File: config.mk
export PLATFORM = sky130hd
export DESIGN_NAME = uart_tx_fifo
export DESIGN_NICKNAME = d
export VERILOG_FILES = /design/src/rtl/uart_tx_fifo.sv
export SDC_FILE = /design/constraint.sdc
export NUM_CORES = 1
export LEC_CHECK = 0
export ABC_AREA = 1
export BUFFER_PORTS_ARGS = -buffer_cell sky130_fd_sc_hd__buf_2
export CAP_MARGIN = 25
export CORE_AREA = 5 5 127 129
export DETAILED_ROUTE_END_ITERATION = 7
export DIE_AREA = 0 0 132 134
export PLACE_DENSITY_LB_ADDON = 0.05
export SYNTH_ARGS = -nofsm -noshare
export SYNTH_HDL_FRONTEND = slang
export SYNTH_SLANG_ARGS = --single-unit
File: constraint.sdc
create_clock -name clk -period 2.9 [get_ports clk]
set_input_delay 0 -clock clk [delete_from_list [all_inputs] [get_ports clk]]
set_output_delay 0 -clock clk [all_outputs]
set_load 0.02 [all_outputs]
File: src/rtl/uart_tx_fifo.sv
// uart_tx_fifo: byte FIFO feeding an 8N1 LSB-first UART transmitter.
module uart_tx_fifo #(
  parameter int CLKS_PER_BIT = 868,
  parameter int FIFO_DEPTH = 16,
  parameter int ADDR_W = 4
) (
  input  logic              clk,
  input  logic              rst_n,
  input  logic              wr_en,
  input  logic [7:0]        wr_data,
  input  logic              ovf_clr,
  output logic              tx,
  output logic              tx_busy,
  output logic              fifo_full,
  output logic              fifo_empty,
  output logic [ADDR_W:0]   fifo_count,
  output logic              overflow
);
  typedef enum logic [1:0] {IDLE, START, DATA, STOP} state_t;
  state_t            state_q;
  logic [7:0]        mem_q [FIFO_DEPTH];
  logic [ADDR_W-1:0] wr_q, rd_q;
  logic [ADDR_W:0]   count_q, count_d;
  logic              ovf_q, tx_q;
  logic [7:0]        shift_q;
  logic [2:0]        bit_q;
  logic [15:0]       baud_q;
  logic              push, pop, baud_done;
  assign fifo_full  = count_q == (ADDR_W+1)'(FIFO_DEPTH);
  assign fifo_empty = count_q == '0;
  assign fifo_count = count_q;
  assign overflow   = ovf_q;
  assign tx         = tx_q;
  assign tx_busy    = state_q != IDLE;
  assign push       = wr_en && !fifo_full;
  assign pop        = state_q == IDLE && !fifo_empty;
  assign baud_done  = baud_q == 16'(CLKS_PER_BIT - 1);
  assign count_d    = count_q + (ADDR_W+1)'(push) - (ADDR_W+1)'(pop);
  always_ff @(posedge clk)
    if (push) mem_q[wr_q] <= wr_data;
  always_ff @(posedge clk) begin
    if (!rst_n) begin
      wr_q    <= '0;
      rd_q    <= '0;
      count_q <= '0;
      ovf_q   <= 1'b0;
    end else begin
      count_q <= count_d;
      if (push) wr_q <= wr_q + ADDR_W'(1);
      if (pop) rd_q <= rd_q + ADDR_W'(1);
      // a rejected push takes priority over a clear in the same cycle
      ovf_q <= (wr_en && fifo_full) ? 1'b1 : ovf_clr ? 1'b0 : ovf_q;
    end
  end
  always_ff @(posedge clk) begin
    if (!rst_n) begin
      state_q <= IDLE;
      tx_q    <= 1'b1;
      shift_q <= '0;
      bit_q   <= '0;
      baud_q  <= '0;
    end else begin
      case (state_q)
        IDLE: if (pop) begin
          shift_q <= mem_q[rd_q];
          state_q <= START;
          tx_q    <= 1'b0;
          baud_q  <= '0;
        end
        START: if (baud_done) begin
          baud_q  <= '0;
          state_q <= DATA;
          tx_q    <= shift_q[0];
          bit_q   <= '0;
        end else baud_q <= baud_q + 16'd1;
        DATA: if (baud_done) begin
          baud_q <= '0;
          if (bit_q == 3'd7) begin
            state_q <= STOP;
            tx_q    <= 1'b1;
          end else begin
            shift_q <= shift_q >> 1;
            tx_q    <= shift_q[1];
            bit_q   <= bit_q + 3'd1;
          end
        end else baud_q <= baud_q + 16'd1;
        default: if (baud_done) begin
          baud_q  <= '0;
          state_q <= IDLE;
        end else baud_q <= baud_q + 16'd1;
      endcase
    end
  end
endmodule
==> flow_metrics.tcl, run 1 <==
set metrics [dict create \
    outcome "complete, no violations" \
    antenna_found_initial 0 \
    p_per_area_nw_per_um2 867 \
    maxCapViolations 0 \
    avgSynthCellArea_um2 9.29 \
    numCtsBuffers 17 \
    drive_gt1_share_pct 9.09 \
    cpPeakStageDelay_ns 0.41 \
    cts_tree "done" \
    globalRouteMet2Util_pct 33.1 \
    cts.sinks 176 \
    port_buffers 21 \
    grt.total_usage_pct 20.4 \
    setup_viol 0 \
    ys.warnings.count 0 \
    io_pins 22 \
    grt_busiest_layer "met2" \
    start_kind "flip-flop" \
    skew_ns 0.00564 \
    period_needed_ns 2.60 \
    die-area_um2 17700 \
    grt.overflow.total 0 \
    crit_family "adder cells" \
    hold_start "wr_data[6]" \
    end_kind "flip-flop" \
    grt_max_degree 57 \
    critical_path.startpoint "fifo_count[2]" \
    hold_viol_final 0 \
    firstDrtPassIters 7 \
    start_util_pct 53.6 \
    crit_chain "inv_1 > ha_1 > nor3b_4 > nand2_2 > nand2_2 > inv_1 > ha_1 > inv_1 > ha_1 > fa_1 > a21oi_1 > o21ai_0 > o21ai_1 > a21oi_1" \
    max_slew_margin_pct 45.7 \
    met1_usage_pct 28.0 \
    ys_types 38 \
    holdWs_ns 0.00811 \
    drt_wl_total_um 17500 \
    area_growth_pct 10.4 \
    nFillCells 1301 \
    stdcell_count 1079 \
    finalNetCount 909 \
    drc 0 \
    hp-class "in -> reg" \
    clock_latency_ns 0.42 \
    rows 45 \
    vias 5758 \
    syn_nets 892 \
    synth_area_um2 8000 \
    p_total_mw 7.66 \
    required_ns 3.20 \
    slew_violations 0 \
    detail-route-antenna-nets 0 \
    tightest_slew_ns 0.814 \
    core_um2 14900 \
    tns_ns 0 \
    worst_ep_arrival_time_ns 2.90 \
    max_freq_mhz 384 \
    crit_fanout 5 \
    path_buf_inv 3 \
    synth_cells 861 \
    p_leak_nw 3.64 \
    clockBufferDepth 2 \
    cts_max_level 4 \
    critPathKind "reg -> reg" \
    rr_startpoint "fifo_count[2]" \
    dp_cells 1044 \
    cpMaxStageDelayCell "fa_1" \
    n_antenna_cell 0 \
    grt_pass1_vias 5576 \
    cts-root-buf "clkbuf_16" \
    synth.ff_latch_count 176 \
    viasPerCell 5.34 \
    drt_iter0_markers 430 \
    dpl.hpwl_um 11600 \
    grt_first_pass_wirelength_um 28200 \
    grtUsageMet3_pct 3.45 \
    timing.final.crit_share_pct 89.7 \
    place_congestion 0.885 \
    die_height_um 134 \
    grt_setup_unrepaired "false" \
    cts.clk_slew.worst_paths_ns 0.07 \
    die_x_um 132 \
    wl_per_cell_um 16.2 \
    yosysSeqAreaShare_pct 60.0 \
    ir_drop_uv 859 \
]
[final timing paths]
check                           slack, ns  depth (start not counted)       endpoint
worst max-delay path                 0.30                         14  fifo_count[4]
worst min-delay path                0.008                          1    mem_q[3][6]
worst max register to register       0.30                         14  fifo_count[4]
worst min register to register       0.45                          2       bit_q[2]
[Yosys cell counts (all sizes together)]
library cell | count | area (µm²)
nand4 | 5 | 37.5
nand3b | 2 | 15.0
inv | 113 | 424
dfxtp | 48 | 961
o22ai | 1 | 6.26
nor3 | 4 | 20.0
o21bai | 1 | 7.51
o211a | 1 | 10.0
fa | 1 | 20.0
nand2 | 245 | 945
buf | 24 | 148
nand3 | 100 | 513
xnor2 | 1 | 8.76
a31oi | 2 | 12.5
a211oi | 1 | 7.51
or2 | 2 | 12.5
xor2 | 3 | 26.3
edfxtp | 128 | 3840
clkinv | 1 | 3.75
a21oi | 34 | 181
ha | 18 | 225
nor2 | 80 | 318
o21ai | 27 | 135
o211ai | 9 | 67.6
nor3b | 1 | 18.8
clkbuf | 9 | 33.8
[timing repair]
action | 4_1_cts | 5_1_grt
gates resized for setup | 0 | 3
setup buffers | 0 | 0
hold endpoints to repair | 3 | 0
setup endpoints to repair | 0 | 1
hold buffers | 3 | 0
[per-layer routing]
| metal | wire [µm] | share of wire, % |
|---|---|---|
| met1 | 7900 | 45 |
| met2 | 8380 | 48 |
| met3 | 925 | 5.3 |
| met4 | 314 | 1.8 |
| met5 | 0 | 0 |
[metrics by stage]
| stage | worst slack, ns | instance area, µm² | utilization (%) |
|---|---|---|---|
| 6_report | 0.298 | 8830 | 59.2 |
| 2_1_floorplan | 0.384 | 8000 | - |
| 3_5_place_dp | 0.226 | 8230 | 55.1 |
| 5_1_grt | 0.0136 | 8830 | 59.2 |
| 3_3_place_gp | 0.320 | 8230 | 55.1 |
| 4_1_cts | 0.206 | 8830 | 59.2 |
[layout by cell type, fill, tap and decap left out, types with 3 or more instances in the layout]
cell type      netlist  routed
clkinv_2             0       4
nor3_1               4       4
dlygate4sd3_1        0       3
o21ai_0             27      26
xor2_1               3       3
nand4_1              4       4
a21oi_2              3       3
edfxtp_1           128     128
nor2_2               4       4
clkinvlp_4           0       3
dfxtp_1             48      47
nand2_4              3       3
buf_4                2       6
ha_1                18      18
nand2_2              1       3
o211ai_1             9       9
inv_2                4       4
buf_2               16      21
clkbuf_16            0      17
nand3_1             99      99
nor2_1              75      75
inv_1              109     109
nand2_1            241     239
a21oi_1             31      31
[flip-flops by register name, indices dropped and copies added (netlist names), named ones only]
register,flops
bit_q,3
fifo_count,5
mem_q,128
baud_q,16
wr_q,4
state_q,2
overflow,1
tx,1
rd_q,4
shift_q,8
[final cells by class]
type                    count  area (µm²)  area share (%)
clock buffers              18         429            4.86
clock inverters            14         141            1.60
inverters                 114         428            4.84
multi-input cells         538        2590            29.4
flip-flops and latches    176        4810            54.4
well taps                 188         235            2.66
repair buffers             31         200            2.27
[logic make-up after synthesis]
kind of cell,synth area share (%)
DFF,60.0
buffers and inverters,7.62
xor gates and xnor gates,0.438
and+or+nand+nor,23.5
AOI/OAI and AO/OA,5.35
adders and majority gates,3.06
[report_power, final]
group          switching, mW  leakage, nW  internal (mW)
clock                  0.933        0.274           1.27
combinational           1.61         1.82          0.777
sequential             0.176         1.55           2.90
total                   2.72         3.64           4.94
(Power assumes the default switching activity.)
==> run 2, diff against run 1 <==
clock period = 3.2 ns   (was 2.9 ns; I/O delays follow)
==> flow_metrics.tcl, run 2 (synthesis results as in run 1) <==
set metrics [dict create \
    outcome "complete, no violations" \
    ir_drop_uv 787 \
    endpoint "fifo_count[4]" \
    p_comb_share_pct 31.1 \
    period_needed_ns 2.65 \
    die-area_um2 17700 \
    drive_gt1_share_pct 8.76 \
    setup_viol 0 \
    crit_chain "inv_1 > ha_1 > nor3b_4 > nand2_1 > nand2_1 > inv_1 > ha_1 > inv_1 > ha_1 > fa_1 > a21oi_1 > o21ai_0 > o21ai_0 > a21oi_1" \
    critPathKind "reg -> reg" \
    p_total_mw 7.00 \
    hold_viol_final 0 \
    cts_resized 0 \
    cts.sinks 176 \
    area_growth_pct 10.4 \
    io_pins 22 \
    seqPwrFrac_pct 39.0 \
    cpPeakStageDelay_ns 0.41 \
    die_height_um 134 \
    stdcell_count 1078 \
    required_ns 3.51 \
    grt.overflow.total 0 \
    start_kind "flip-flop" \
    regToRegSetupSlack_ns 0.55 \
    tns_ns 0 \
    hp-class "in -> reg" \
    tightest_slew_ns 0.939 \
    clock_latency_ns 0.43 \
    die_x_um 132 \
    grt_pass1_vias 5662 \
    min_path_cells 3 \
    cts_tree "done" \
    reg.largest.list "mem_q (128), baud_q (16), shift_q (8)" \
    dpl_cell_area_um2 8200 \
    timing.rr.end "fifo_count[4]" \
    p_sw_mw 2.47 \
    drt_iter0_markers 460 \
    mostFrequentLayoutCell "nand2_1" \
    cts-root-buf "clkbuf_16" \
    intPower_mw 4.53 \
    nFillCells 1275 \
    grt.total_usage_pct 20.8 \
    rows 45 \
    drt_wl_total_um 17700 \
    critical_path.startpoint "fifo_count[2]" \
    timing.final.crit_share_pct 82.8 \
    worst_ep_arrival_time_ns 2.96 \
    max_freq_mhz 377 \
    end_kind "flip-flop" \
    ctsHoldBuffers 4 \
    maxCapViolations 0 \
    grt_setup_unrepaired "false" \
    rr_startpoint "fifo_count[2]" \
    grt_first_pass_wirelength_um 28800 \
    finalNetCount 908 \
    max_slew_margin_pct 37.4 \
    n_antenna_cell 0 \
    slew_violations 0 \
    viasPerCell 5.36 \
    seq_area_um2 4810 \
    start_util_pct 53.6 \
    crit_fanout 5 \
    antenna_found_initial 1 \
    cpMaxStageDelayCell "fa_1" \
    p_per_area_nw_per_um2 792 \
    final_cell_mix "nand2_1 (241), edfxtp_1 (128), inv_1 (109)" \
    dp_cells 1042 \
    postCtsSetupBuffers 0 \
    worstRegToRegCells 14 \
    final_area_um2 8830 \
    place_congestion 0.902 \
    cts.clk_slew.worst_paths_ns 0.06 \
    largest_reg_flops 128 \
    clock_power_share_pct 29.9 \
    detail-route-antenna-nets 0 \
    switching_share_pct 35.3 \
    numCtsBuffers 17 \
    port_buffers 21 \
    skew_ns 0.00591 \
    drc 0 \
    firstDrtPassIters 5 \
    multi_input_area_um2 2590 \
    largest-register "mem_q" \
    wl_per_cell_um 16.4 \
    grt_max_degree 73 \
    vias 5780 \
    dpl.hpwl_um 11600 \
    p_leak_nw 3.64 \
    fin_util_pct 59.2 \
    clockBufferDepth 2 \
    core_um2 14900 \
    cts_max_level 4 \
]
## run 2: power groups by stage
stage / clock network (mW) / logic (mW) / registers (mW)
final: 2.09 / 2.18 / 2.73
after detailed placement: 0 / 2.18 / 2.77
after floorplan: 0 / 1.65 / 2.79
after global routing: 2.21 / 2.47 / 2.75
after CTS: 2.12 / 2.19 / 2.73
after global placement: 0 / 2.13 / 2.76
## run 2: worst max-delay path, delay by kind of cell, from the launching register on
family | cells | cell delay, ns
buf+inv | 3 | 0.23
simple gates | 3 | 0.48
flops | 1 | 0.33
fa+ha+maj | 4 | 1.04
compound gates | 4 | 0.46
## run 2: layout make-up
| cell class | instances | share of cell area, % |
|---|---|---|
| Inverter | 114 | 4.84 |
| Timing Repair Buffer | 30 | 2.07 |
| Multi-Input combinational cell | 538 | 29.3 |
| Clock buffer | 17 | 4.82 |
| Sequential cell | 176 | 54.4 |
| Tap cell | 188 | 2.66 |
| Clock inverter | 15 | 1.90 |
## run 2: worst min-delay path by stage
stage / startpoint / endpoint / slack [ns]
2_1_floorplan: wr_data[0] / mem_q[0][0] / 0.1
3_3_place_gp: ovf_clr / overflow / 0.25
3_5_place_dp: ovf_clr / overflow / 0.26
4_1_cts: wr_data[6] / mem_q[8][6] / 0.003
5_1_grt: wr_data[6] / mem_q[8][6] / 0.01
6_report: rst_n / fifo_count[0] / 0.02
## run 2: per-stage QoR
stage                     setup slack [ns]  hold slack [ns]
final                                0.551           0.0172
after global routing                 0.334           0.0117
after CTS                            0.531          0.00311
after detailed placement             0.535            0.261
after global placement               0.618            0.253
after floorplan                      0.684           0.0989
## run 2: layer usage
layer	track usage (%)	vias up	wire [µm]
li1	-	2844	-
met2	33.9	150	8530
met3	4.05	23	918
met4	7.03	0	275
met5	0	-	0
met1	28.1	2763	7940
==> run 3, diff against run 2 <==
ABC_AREA = 0   (was 1)
CORE_AREA = 5 5 123 125   (was 5 5 127 129)
DIE_AREA = 0 0 128 130   (was 0 0 132 134)
clock period = 2.7 ns   (was 3.2 ns; I/O delays follow)
==> flow_metrics.tcl, run 3 <==
set metrics [dict create \
    rows 43 \
    critical_path.startpoint "fifo_count[2]" \
    hold_viol_final 0 \
    skew_ns 0.00527 \
    synth_area_um2 7460 \
    cpPeakStageDelay_ns 0.38 \
    ir_drop_uv 485 \
    yosys.area.top_type_share_pct 51.6 \
    timing.rr.end "fifo_count[4]" \
    timing.final.crit_share_pct 95.6 \
    drt_wl_total_um 15100 \
    worstRegToRegCells 13 \
    largest_reg_flops 128 \
    n_antenna_cell 0 \
    place_congestion 0.766 \
    synth.ff_latch_count 176 \
    ys_types 49 \
    worst_ep_arrival_time_ns 2.93 \
    final_area_um2 8680 \
    cts.clk_slew.worst_paths_ns 0.06 \
    grt_max_degree 30 \
    start_kind "flip-flop" \
    ys.warnings.count 0 \
    p_leak_nw 2.97 \
    largest-register "mem_q" \
    end_kind "flip-flop" \
    grt_pass1_vias 4503 \
    required_ns 3.05 \
    synth_cells 514 \
    period_needed_ns 2.58 \
    outcome "complete, no violations" \
    drt_iter0_markers 321 \
    io_pins 22 \
    cts_tree "done" \
    dpl_cell_area_um2 7910 \
    drc 0 \
    clock_latency_ns 0.42 \
    cp_num_cells 13 \
    detail-route-antenna-nets 0 \
    yosys-top-cells-area "edfxtp_1 (52%), dfxtp_1 (13%), mux4_2 (9.7%), ha_1 (3.0%), mux2i_1 (2.7%)" \
    viasPerCell 5.87 \
    cts-root-buf "clkbuf_16" \
    slew_violations 0 \
    yosys.area.top_type "edfxtp_1" \
    crit_fanout 3 \
    cts.sinks 176 \
    die_x_um 128 \
    cpMaxStageDelayCell "or3_1" \
    reg.largest.list "mem_q (128), baud_q (16), shift_q (8)" \
    firstDrtPassIters 5 \
    final_cell_mix "edfxtp_1 (128), nor2_1 (45), dfxtp_1 (45)" \
    drive_gt1_share_pct 22.9 \
    maxCapViolations 0 \
    yosysSeqAreaShare_pct 64.4 \
    syn_nets 545 \
    regToRegSetupSlack_ns 0.12 \
    hp-class "in -> reg" \
    die_height_um 130 \
    yosysMostFrequentCell "edfxtp_1" \
    clockBufferDepth 2 \
    wl_per_cell_um 19.8 \
    grt_first_pass_wirelength_um 24300 \
    cts_max_level 4 \
    tightest_slew_ns 0.975 \
    grt.overflow.total 0 \
    avgSynthCellArea_um2 14.5 \
    p_total_mw 8.09 \
    finalNetCount 600 \
    die-area_um2 16600 \
    critPathKind "reg -> reg" \
    antenna_found_initial 0 \
    vias 4476 \
    max_freq_mhz 388 \
    area_growth_pct 16.5 \
    rr_startpoint "fifo_count[2]" \
    core_um2 13800 \
    port_buffers 21 \
    ys_top_cells_by_count "edfxtp_1 (128), dfxtp_1 (48), nor2_1 (46)" \
    path_buf_inv 3 \
    max_slew_margin_pct 34.9 \
    p_per_area_nw_per_um2 932 \
    mostFrequentLayoutCell "edfxtp_1" \
    synth_flop_cell "edfxtp_1" \
    numCtsBuffers 17 \
    start_util_pct 54.1 \
    setup_viol 0 \
    crit_chain "inv_2 > ha_4 > and4bb_2 > nor2b_4 > inv_2 > ha_1 > inv_1 > ha_4 > fa_2 > a21oi_2 > nor2_1 > or3_1 > a21oi_2" \
    grt.total_usage_pct 19.4 \
    crit_family "adder cells" \
    endpoint "fifo_count[4]" \
    dpl.hpwl_um 9800 \
    synth_edf_count 128 \
    async_reset_ff_share_pct 0 \
]
## run 3: worst min path at each step
stage	from	endpoint	slack [ns]	depth (start not counted)
after floorplan	wr_data[0]	mem_q[0][0]	0.1	0
after global placement	wr_en	overflow	0.25	3
after detailed placement	wr_en	overflow	0.27	3
after CTS	ovf_clr	overflow	0.40	5
after global routing	ovf_clr	overflow	0.48	5
final	ovf_clr	overflow	0.43	5
## run 3: worst reg2reg max path: stages, from the launching register on
cell and delay (ns):
dfxtp_4 0.35, inv_2 0.05, ha_4 0.15, and4bb_2 0.26
nor2b_4 0.14, inv_2 0.04, ha_1 0.26, inv_1 0.06
ha_4 0.16, fa_2 0.35, a21oi_2 0.14, nor2_1 0.05
or3_1 0.38, a21oi_2 0.12
## run 3: repair_timing
| item | 4_1_cts | 5_1_grt |
|---|---|---|
| pin swaps | 0 | 5 |
| endpoints found under the setup margin | 1 | 1 |
| hold buffers | 11 | 0 |
| buffers inserted | 0 | 3 |
| hold endpoints to repair | 130 | 0 |
| resized for setup | 1 | 8 |
## run 3: logic make-up (layout without fill, tap and decap cells)
group / count (synthesis) / in the layout / share of synthesized area (%)
AO/OA/AOI/OAI: 73 / 73 / 6.70
adder cells (fa/ha/maj): 19 / 19 / 3.29
AND/OR/NAND/NOR: 146 / 146 / 10.0
XOR/XNOR: 9 / 9 / 1.06
multiplexers: 52 / 52 / 12.4
flip-flops: 176 / 176 / 64.4
buffers and inverters: 39 / 107 / 2.16
## run 3: power breakdown
part	leakage (nW)	internal [mW]	switching, mW	total (mW)
Combinational	1.12	1.04	1.29	2.33
Sequential	1.55	3.11	0.149	3.26
Clock	0.296	1.53	0.972	2.50
## run 3: cell type report
class,count,area [µm²]
flip-flops and latches,176,4810
repair buffers,62,453
clock inverters,9,130
multi-input cells,299,2530
clock buffers,23,478
inverters,13,48.8
fillers,1076,5090
well taps,180,225
## run 3: metal layers
layer | vias up | wire [µm] | GRT usage [%]
met5 | - | 0 | 0
li1 | 2092 | - | -
met3 | 24 | 641 | 3.93
met1 | 2263 | 6370 | 24.9
met4 | 0 | 338 | 7.24
met2 | 97 | 7750 | 33.0
## run 3: through the flow
step           TNS (ns)  setup slack (ns)  std cells  utilization [%]  hold WS [ns]
3_3_place_gp          0            0.0779        716             57.4         0.247
2_1_floorplan   -0.0629           -0.0629        514                -        0.0989
4_1_cts               0            0.0270        759             62.7         0.395
5_1_grt        -0.00965          -0.00965        762             63.0         0.484
3_5_place_dp          0           0.00588        716             57.4         0.271
6_report              0             0.119        762             63.0         0.426
